<file path="src/rtl/image_filter3x3_stream.sv">
// Streaming 3x3 smooth/sharpen filter over raster-order frames, zero-padded borders.
// Two column-indexed line buffers plus a 3x2 window register; output registered one cycle after each position.
module image_filter3x3_stream #(
   parameter int IMG_W    = 128,
   parameter int IMG_H    = 128,
   parameter int PIX_W    = 8,
   parameter int SM_MUL   = 7,
   parameter int SM_SHIFT = 6
) (
   input  logic             clk,
   input  logic             rst,
   input  logic             mode,
   input  logic             in_valid,
   output logic             in_ready,
   input  logic [PIX_W-1:0] in_pixel,
   output logic             out_valid,
   output logic [PIX_W-1:0] out_pixel,
   output logic             frame_done
);
   localparam int CW   = (IMG_W > 1) ? $clog2(IMG_W) : 1;
   localparam int RW   = $clog2(IMG_H + 2);
   localparam int SW   = PIX_W + 4;
   localparam int PW   = SW + $clog2(SM_MUL + 1);
   localparam int HW   = PIX_W + 5;
   localparam int MAXV = (2 ** PIX_W) - 1;

   typedef enum logic [1:0] {RUN, FLUSH, DONE} state_t;
   state_t state, state_nx;

   logic [CW-1:0]    pc;
   logic [RW-1:0]    pr;
   logic             mode_q;
   logic [PIX_W-1:0] lb0 [IMG_W];
   logic [PIX_W-1:0] lb1 [IMG_W];
   logic [PIX_W-1:0] win [3][2];
   logic [PIX_W-1:0] col [3];
   logic [PIX_W-1:0] tap [3][3];
   logic             step, last_in, last_pos, have_out;
   logic [PIX_W-1:0] x;
   logic [RW-1:0]    cr;
   logic [CW-1:0]    cc;
   logic [2:0]       vr, vc;
   logic [SW-1:0]    sum;
   logic [PW-1:0]    prod, sm;
   logic [HW-1:0]    sh;
   logic [PIX_W-1:0] res;

   assign last_in  = (pr == RW'(IMG_H - 1)) && (pc == CW'(IMG_W - 1));
   assign last_pos = (pr == RW'(IMG_H + 1)) && (pc == '0);
   assign have_out = (pr >= RW'(2)) || ((pr == RW'(1)) && (pc != '0));

   always_comb begin
      state_nx = state;
      in_ready = 1'b0;
      step     = 1'b0;
      x        = '0;
      case (state)
         RUN: begin
            in_ready = 1'b1;
            step     = in_valid;
            x        = in_pixel;
            if (in_valid && last_in) state_nx = FLUSH;
         end
         FLUSH: begin
            step = 1'b1;
            if (last_pos) state_nx = DONE;
         end
         DONE:    state_nx = RUN;
         default: state_nx = RUN;
      endcase
   end

   // Centre lags the newest tap by IMG_W+1 positions; masks come from counters only.
   always_comb begin
      if (pc == '0) begin
         cc = CW'(IMG_W - 1);
         cr = pr - RW'(2);
      end else begin
         cc = pc - CW'(1);
         cr = pr - RW'(1);
      end
      vr     = {cr != RW'(IMG_H - 1), 1'b1, cr != '0};
      vc     = {cc != CW'(IMG_W - 1), 1'b1, cc != '0};
      col[0] = lb1[pc];
      col[1] = lb0[pc];
      col[2] = x;
      for (int unsigned k = 0; k < 3; k++) begin
         tap[k][0] = (vr[k] && vc[0]) ? win[k][0] : '0;
         tap[k][1] = (vr[k] && vc[1]) ? win[k][1] : '0;
         tap[k][2] = (vr[k] && vc[2]) ? col[k]    : '0;
      end
   end

   always_comb begin
      sum = '0;
      for (int unsigned k = 0; k < 3; k++)
         for (int unsigned j = 0; j < 3; j++)
            sum = sum + SW'(tap[k][j]);
      prod = PW'(sum) * PW'(SM_MUL);
      sm   = prod >> SM_SHIFT;
      sh   = HW'(tap[1][1]) * HW'(5) - HW'(tap[0][1]) - HW'(tap[2][1])
           - HW'(tap[1][0]) - HW'(tap[1][2]);
      res  = '0;
      if (!mode_q) begin
         res = (sm > PW'(MAXV)) ? '1 : sm[PIX_W-1:0];
      end else if (!sh[HW-1]) begin
         res = (sh > HW'(MAXV)) ? '1 : sh[PIX_W-1:0];
      end
   end

   always_ff @(posedge clk) begin
      if (rst) begin
         state      <= RUN;
         pc         <= '0;
         pr         <= '0;
         mode_q     <= 1'b0;
         out_valid  <= 1'b0;
         out_pixel  <= '0;
         frame_done <= 1'b0;
      end else begin
         state      <= state_nx;
         out_valid  <= 1'b0;
         frame_done <= 1'b0;
         if (state == DONE) begin
            pc <= '0;
            pr <= '0;
         end
         if (step) begin
            if (state == RUN && pr == '0 && pc == '0) mode_q <= mode;
            if (pc == CW'(IMG_W - 1)) begin
               pc <= '0;
               pr <= pr + RW'(1);
            end else begin
               pc <= pc + CW'(1);
            end
            if (have_out) begin
               out_valid  <= 1'b1;
               out_pixel  <= res;
               frame_done <= last_pos;
            end
         end
      end
   end

   always_ff @(posedge clk) begin
      if (step) begin
         lb1[pc] <= lb0[pc];
         lb0[pc] <= x;
         for (int unsigned k = 0; k < 3; k++) begin
            win[k][0] <= win[k][1];
            win[k][1] <= col[k];
         end
      end
   end
endmodule
</file>
<file path="config.mk">
export PLATFORM = sky130hd
export DESIGN_NAME = image_filter3x3_stream
export DESIGN_NICKNAME = d
export VERILOG_FILES = /design/src/rtl/image_filter3x3_stream.sv
export SDC_FILE = /design/constraint.sdc
export NUM_CORES = 2
export LEC_CHECK = 0
export BUFFER_PORTS_ARGS = -buffer_cell sky130_fd_sc_hd__buf_2
export CORE_ASPECT_RATIO = 0.75
export CORE_MARGIN = 10
export CORE_UTILIZATION = 60
export DETAILED_ROUTE_END_ITERATION = 7
export PLACE_DENSITY = 0.76
export RECOVER_POWER = 25
export SYNTH_ARGS = -nofsm -noshare
export SYNTH_HDL_FRONTEND = slang
export SYNTH_SLANG_ARGS = --single-unit
</file>
<file path="constraint.sdc">
create_clock -name clk -period 21.3 [get_ports clk]
set_input_delay 1.065 -clock clk [delete_from_list [all_inputs] [get_ports clk]]
set_output_delay 1.065 -clock clk [all_outputs]
set_load 0.01 [all_outputs]
</file>
==> impl_metrics.json <==
{
  "ys_ff_latch": 2131,
  "critPathMostFrequentCell": "fa_1",
  "p_switching_mw": 3.899,
  "setup_violations": 0,
  "worst_r2r_path_depth": 30,
  "unrepaired_setup_endpoints_after_global_routing": "no",
  "net_sw_share_pct": 32.06,
  "place_congestion": 0.8590,
  "cts_tree": "built",
  "cts_root_buffer": "clkbuf_16",
  "hold_viol": 0,
  "ys_warn_count": 0,
  "syn_area_per_cell_um2": 21.60,
  "cts_buffer_depth": 3,
  "timing.hold.worst.start": "win[2][5]",
  "clock-skew-final_ns": 0.04233,
  "floorplan.die_area_mm2": 0.1595,
  "htree_levels": 4,
  "start_util_pct": 60.43,
  "routed_wire_length_per_instance_um": 34.12,
  "crit_start_category": "flip-flop",
  "routed_via_count": 42490,
  "worst_hold_path.num_cells": 0,
  "power_density_mw_per_mm2": 127.6,
  "synth-main-ff-cell": "edfxtp_1",
  "maxCapViolations": 17,
  "edff_count_synth": 2096,
  "worst_ep_arrival_time_ns": 12.40,
  "intPower_mw": 8.263,
  "finish.instance_area_mm2": 0.09535,
  "r2r_setup_slack_ns": 9.58,
  "total_power_mw": 12.16,
  "drt-initial-drc-count": 6412,
  "final.fill_count": 8638,
  "postSynthNetCount": 4163,
  "category_of_the_worst_setup_path_capture_point": "flip-flop",
  "power.leakage_nw": 29.90,
  "worstMarginPinSlew_ns": 4.064,
  "period_share_pct": 55.03,
  "cts_sinks": 2131,
  "proportion_of_power_drawn_by_flip_flops_and_latches_pct": 38.5,
  "max_stage_delay_ns": 0.97,
  "drive_above_1_share_pct": 25.43,
  "viasPerCell": 6.805,
  "postRouteAntennaNets": 0,
  "setup.worst_path.class": "reg2reg",
  "remaining_drc_errors": 0,
  "largest_net_degree_at_the_start_of_global_routing": 115,
  "timing.setup.tns_ns": 0,
  "report.final.slew_viol_count": 706,
  "power_frac_comb_pct": 33.7,
  "failed_checks": "capacitance limit, slew limit",
  "ir_drop_uv": 615.7,
  "synth_cells": 3995,
  "drt_pass1_iterations": 6,
  "grt_first_pass_wirelength_um": 310200,
  "route.final.wire_length_um": 213000,
  "outcome": "finished, violations left",
  "slew_headroom_pct": -170.9,
  "achievable-frequency_mhz": 85.31,
  "postPlaceCellArea_mm2": 0.08947,
  "clk_latency_ns": 0.84,
  "yosysSeqAreaShare_pct": 73.76,
  "cts_buffers": 189,
  "cp_slowest_cell": "dfxtp_4",
  "grt.total_usage_pct": 26.86,
  "first_global_vias": 42950,
  "hp-class": "reg2reg",
  "timing.critical_path.fanout_max": 59,
  "design.portCount": 23,
  "area.sequential_mm2": 0.06366,
  "hold_fix_buffer_count_after_cts": 0,
  "syn-cell-area_mm2": 0.08628,
  "rows": 120,
  "worst_r2r_endpoint": "out_pixel[6]",
  "post-cts-setup-buffers": 0,
  "port-buffer-count": 22,
  "antenna_found_initial": 7,
  "period_minus_slack_ns": 11.72,
  "ctsResizeCount": 0,
  "hold-path-endpoint": "win[2][13]",
  "async_flop_share_pct": 0,
  "die_width_um": 457.9,
  "synth.lib_cells_used.distinct": 69,
  "syn_to_final_growth_pct": 10.51,
  "clk_pin_slew_worst_paths_ns": 0.07,
  "share_clk_of_total_power_pct": 27.8,
  "fp.coreArea_mm2": 0.1428,
  "crit_required_ns": 21.97,
  "post_layout_nets": 4362,
  "area_of_combinational_cells_with_multiple_inputs_mm2": 0.02127,
  "die_height_um": 348.4,
  "place_hpwl_um": 119900,
  "grt.overflow.total": 0
}
[worst max-delay path: cells and delay by family (launching register included)]
family	cells	cell delay (ns)
fa+ha+maj	7	3.18
buf+inv	5	2.47
compound gates	11	2.24
mux	3	1.60
flops	1	0.97
simple gates	3	0.48
xor+xnor	1	0.46
[worst max path at each step]
stage | start | end | slack, ns | cells after the start
final | flip-flop | out_pixel[6] | 9.58 | 30
after detailed placement | flip-flop | out_pixel[6] | 9.65 | 32
after CTS | flip-flop | out_pixel[4] | 9.59 | 32
after global routing | flip-flop | out_pixel[4] | 8.78 | 30
after global placement | flip-flop | out_pixel[6] | 9.77 | 32
after floorplan | flip-flop | out_pixel[0] | 8.01 | 29
[Yosys cell counts (3+ instances only)]
| library cell | instances | area, µm² |
|---|---|---|
| a21o_1 | 11 | 82.58 |
| and4b_1 | 3 | 30.03 |
| buf_2 | 65 | 325.3 |
| nand4b_1 | 4 | 35.03 |
| or3_1 | 9 | 56.30 |
| or2_2 | 6 | 37.54 |
| nand2_1 | 71 | 266.5 |
| mux2i_1 | 51 | 510.5 |
| o211ai_1 | 4 | 30.03 |
| inv_1 | 162 | 608.1 |
| fa_1 | 82 | 1642 |
| nand2b_1 | 10 | 62.56 |
| ha_1 | 74 | 925.9 |
| nor3_1 | 19 | 95.09 |
| mux2_2 | 4 | 45.04 |
| xor2_1 | 19 | 166.4 |
| nor4_1 | 13 | 81.33 |
| clkbuf_1 | 89 | 334.1 |
| dfxtp_1 | 35 | 700.7 |
| o21ai_0 | 22 | 110.1 |
| mux4_2 | 640 | 14410 |
| a32oi_1 | 3 | 26.28 |
| nand3_1 | 28 | 140.1 |
| a21oi_1 | 42 | 210.2 |
| a22oi_1 | 19 | 142.6 |
| edfxtp_1 | 2096 | 62940 |
| nand4_1 | 9 | 56.30 |
| nor2b_1 | 20 | 125.1 |
| and3_1 | 14 | 87.58 |
| a31oi_1 | 9 | 56.30 |
| xnor2_1 | 17 | 148.9 |
| a2111oi_0 | 4 | 35.03 |
| buf_1 | 36 | 135.1 |
| o31ai_1 | 7 | 52.55 |
| and2_1 | 40 | 250.2 |
| nor2_1 | 184 | 690.7 |
| o21a_1 | 16 | 120.1 |
| a211oi_1 | 19 | 142.6 |
[routing by layer]
metal,global-route usage [%],vias to the layer above,wire [µm]
met3,7.664,405,27810
met2,41.01,2912,99800
met4,8.298,4,6525
met1,38.21,22320,78850
li1,-,16850,-
met5,0,-,26
[cell families after synthesis]
family | after synthesis | synth area share (%)
AOI/OAI and AO/OA | 177 | 1.398
xor gates and xnor gates | 36 | 0.3654
adders and majority gates | 156 | 2.976
buffers and inverters | 358 | 1.679
DFF | 2131 | 73.76
muxes | 695 | 17.35
and+or+nand+nor | 442 | 2.472
[sequential cells by signal, summed over array words and instances, names as in the netlist, named ones only]
signal and count:
pc 7, lb1 1024, win 48, state 2, lb0 1024, out_pixel 8
mode_q 1, out_valid 1, frame_done 1, pr 8
[power groups by stage]
stage	sequential, mW	clock [mW]	combinational, mW
after floorplan	4.78	0	3.15
after global placement	4.77	0	4.03
after detailed placement	4.77	0	4.07
after CTS	4.68	3.41	4.11
after global routing	4.68	3.57	4.65
final	4.68	3.38	4.10
[cell usage in the layout (no fill, tap or decap), types with 6 or more instances in the layout]
cell type     n
nor2b_1      20
a31oi_1       9
nand2b_1     10
buf_2        12
ha_1         74
nor3_1       19
and3_1       14
mux2i_1      51
o21ai_0      22
and2_1       31
nand2_1      71
inv_1       161
clkinv_1     52
a211oi_1     19
or3_1         9
buf_4       147
nor2_2        8
nor4_1       12
and2_0        9
o21a_1       10
a21o_1       11
nand4_1       9
edfxtp_1   2096
nand3_1      28
xnor2_1      17
dfxtp_1      30
o21a_4        6
bufinv_16    15
clkbuf_16   193
mux4_2      640
clkbuf_1     70
nor2_1      177
fa_1         82
o31ai_1       7
a21oi_1      42
xor2_1       19
a22oi_1      19
clkinv_2     39
[area by class of cell]
type / instances / area share, %
Antenna cell: 2 / 0.005249
Timing Repair Buffer: 203 / 1.462
Sequential cell: 2131 / 66.76
Clock buffer: 225 / 5.212
Clock inverter: 122 / 1.127
Inverter: 163 / 0.6417
Tap cell: 1891 / 2.481
Multi-Input combinational cell: 1506 / 22.31
[stage by stage]
stage               util, %  worst slack (ns)  hold slack, ns  instances
floorplan                 -             8.005          0.4174       3995
global placement      62.66             9.771          0.4275       5894
detailed placement    62.66             9.645          0.4331       5894
CTS                   66.89             9.591          0.4428       6241
global route          66.77             8.784          0.4550       6241
finish                66.78             9.578          0.4510       6243
Note: power is estimated with default switching activity, not from simulation.
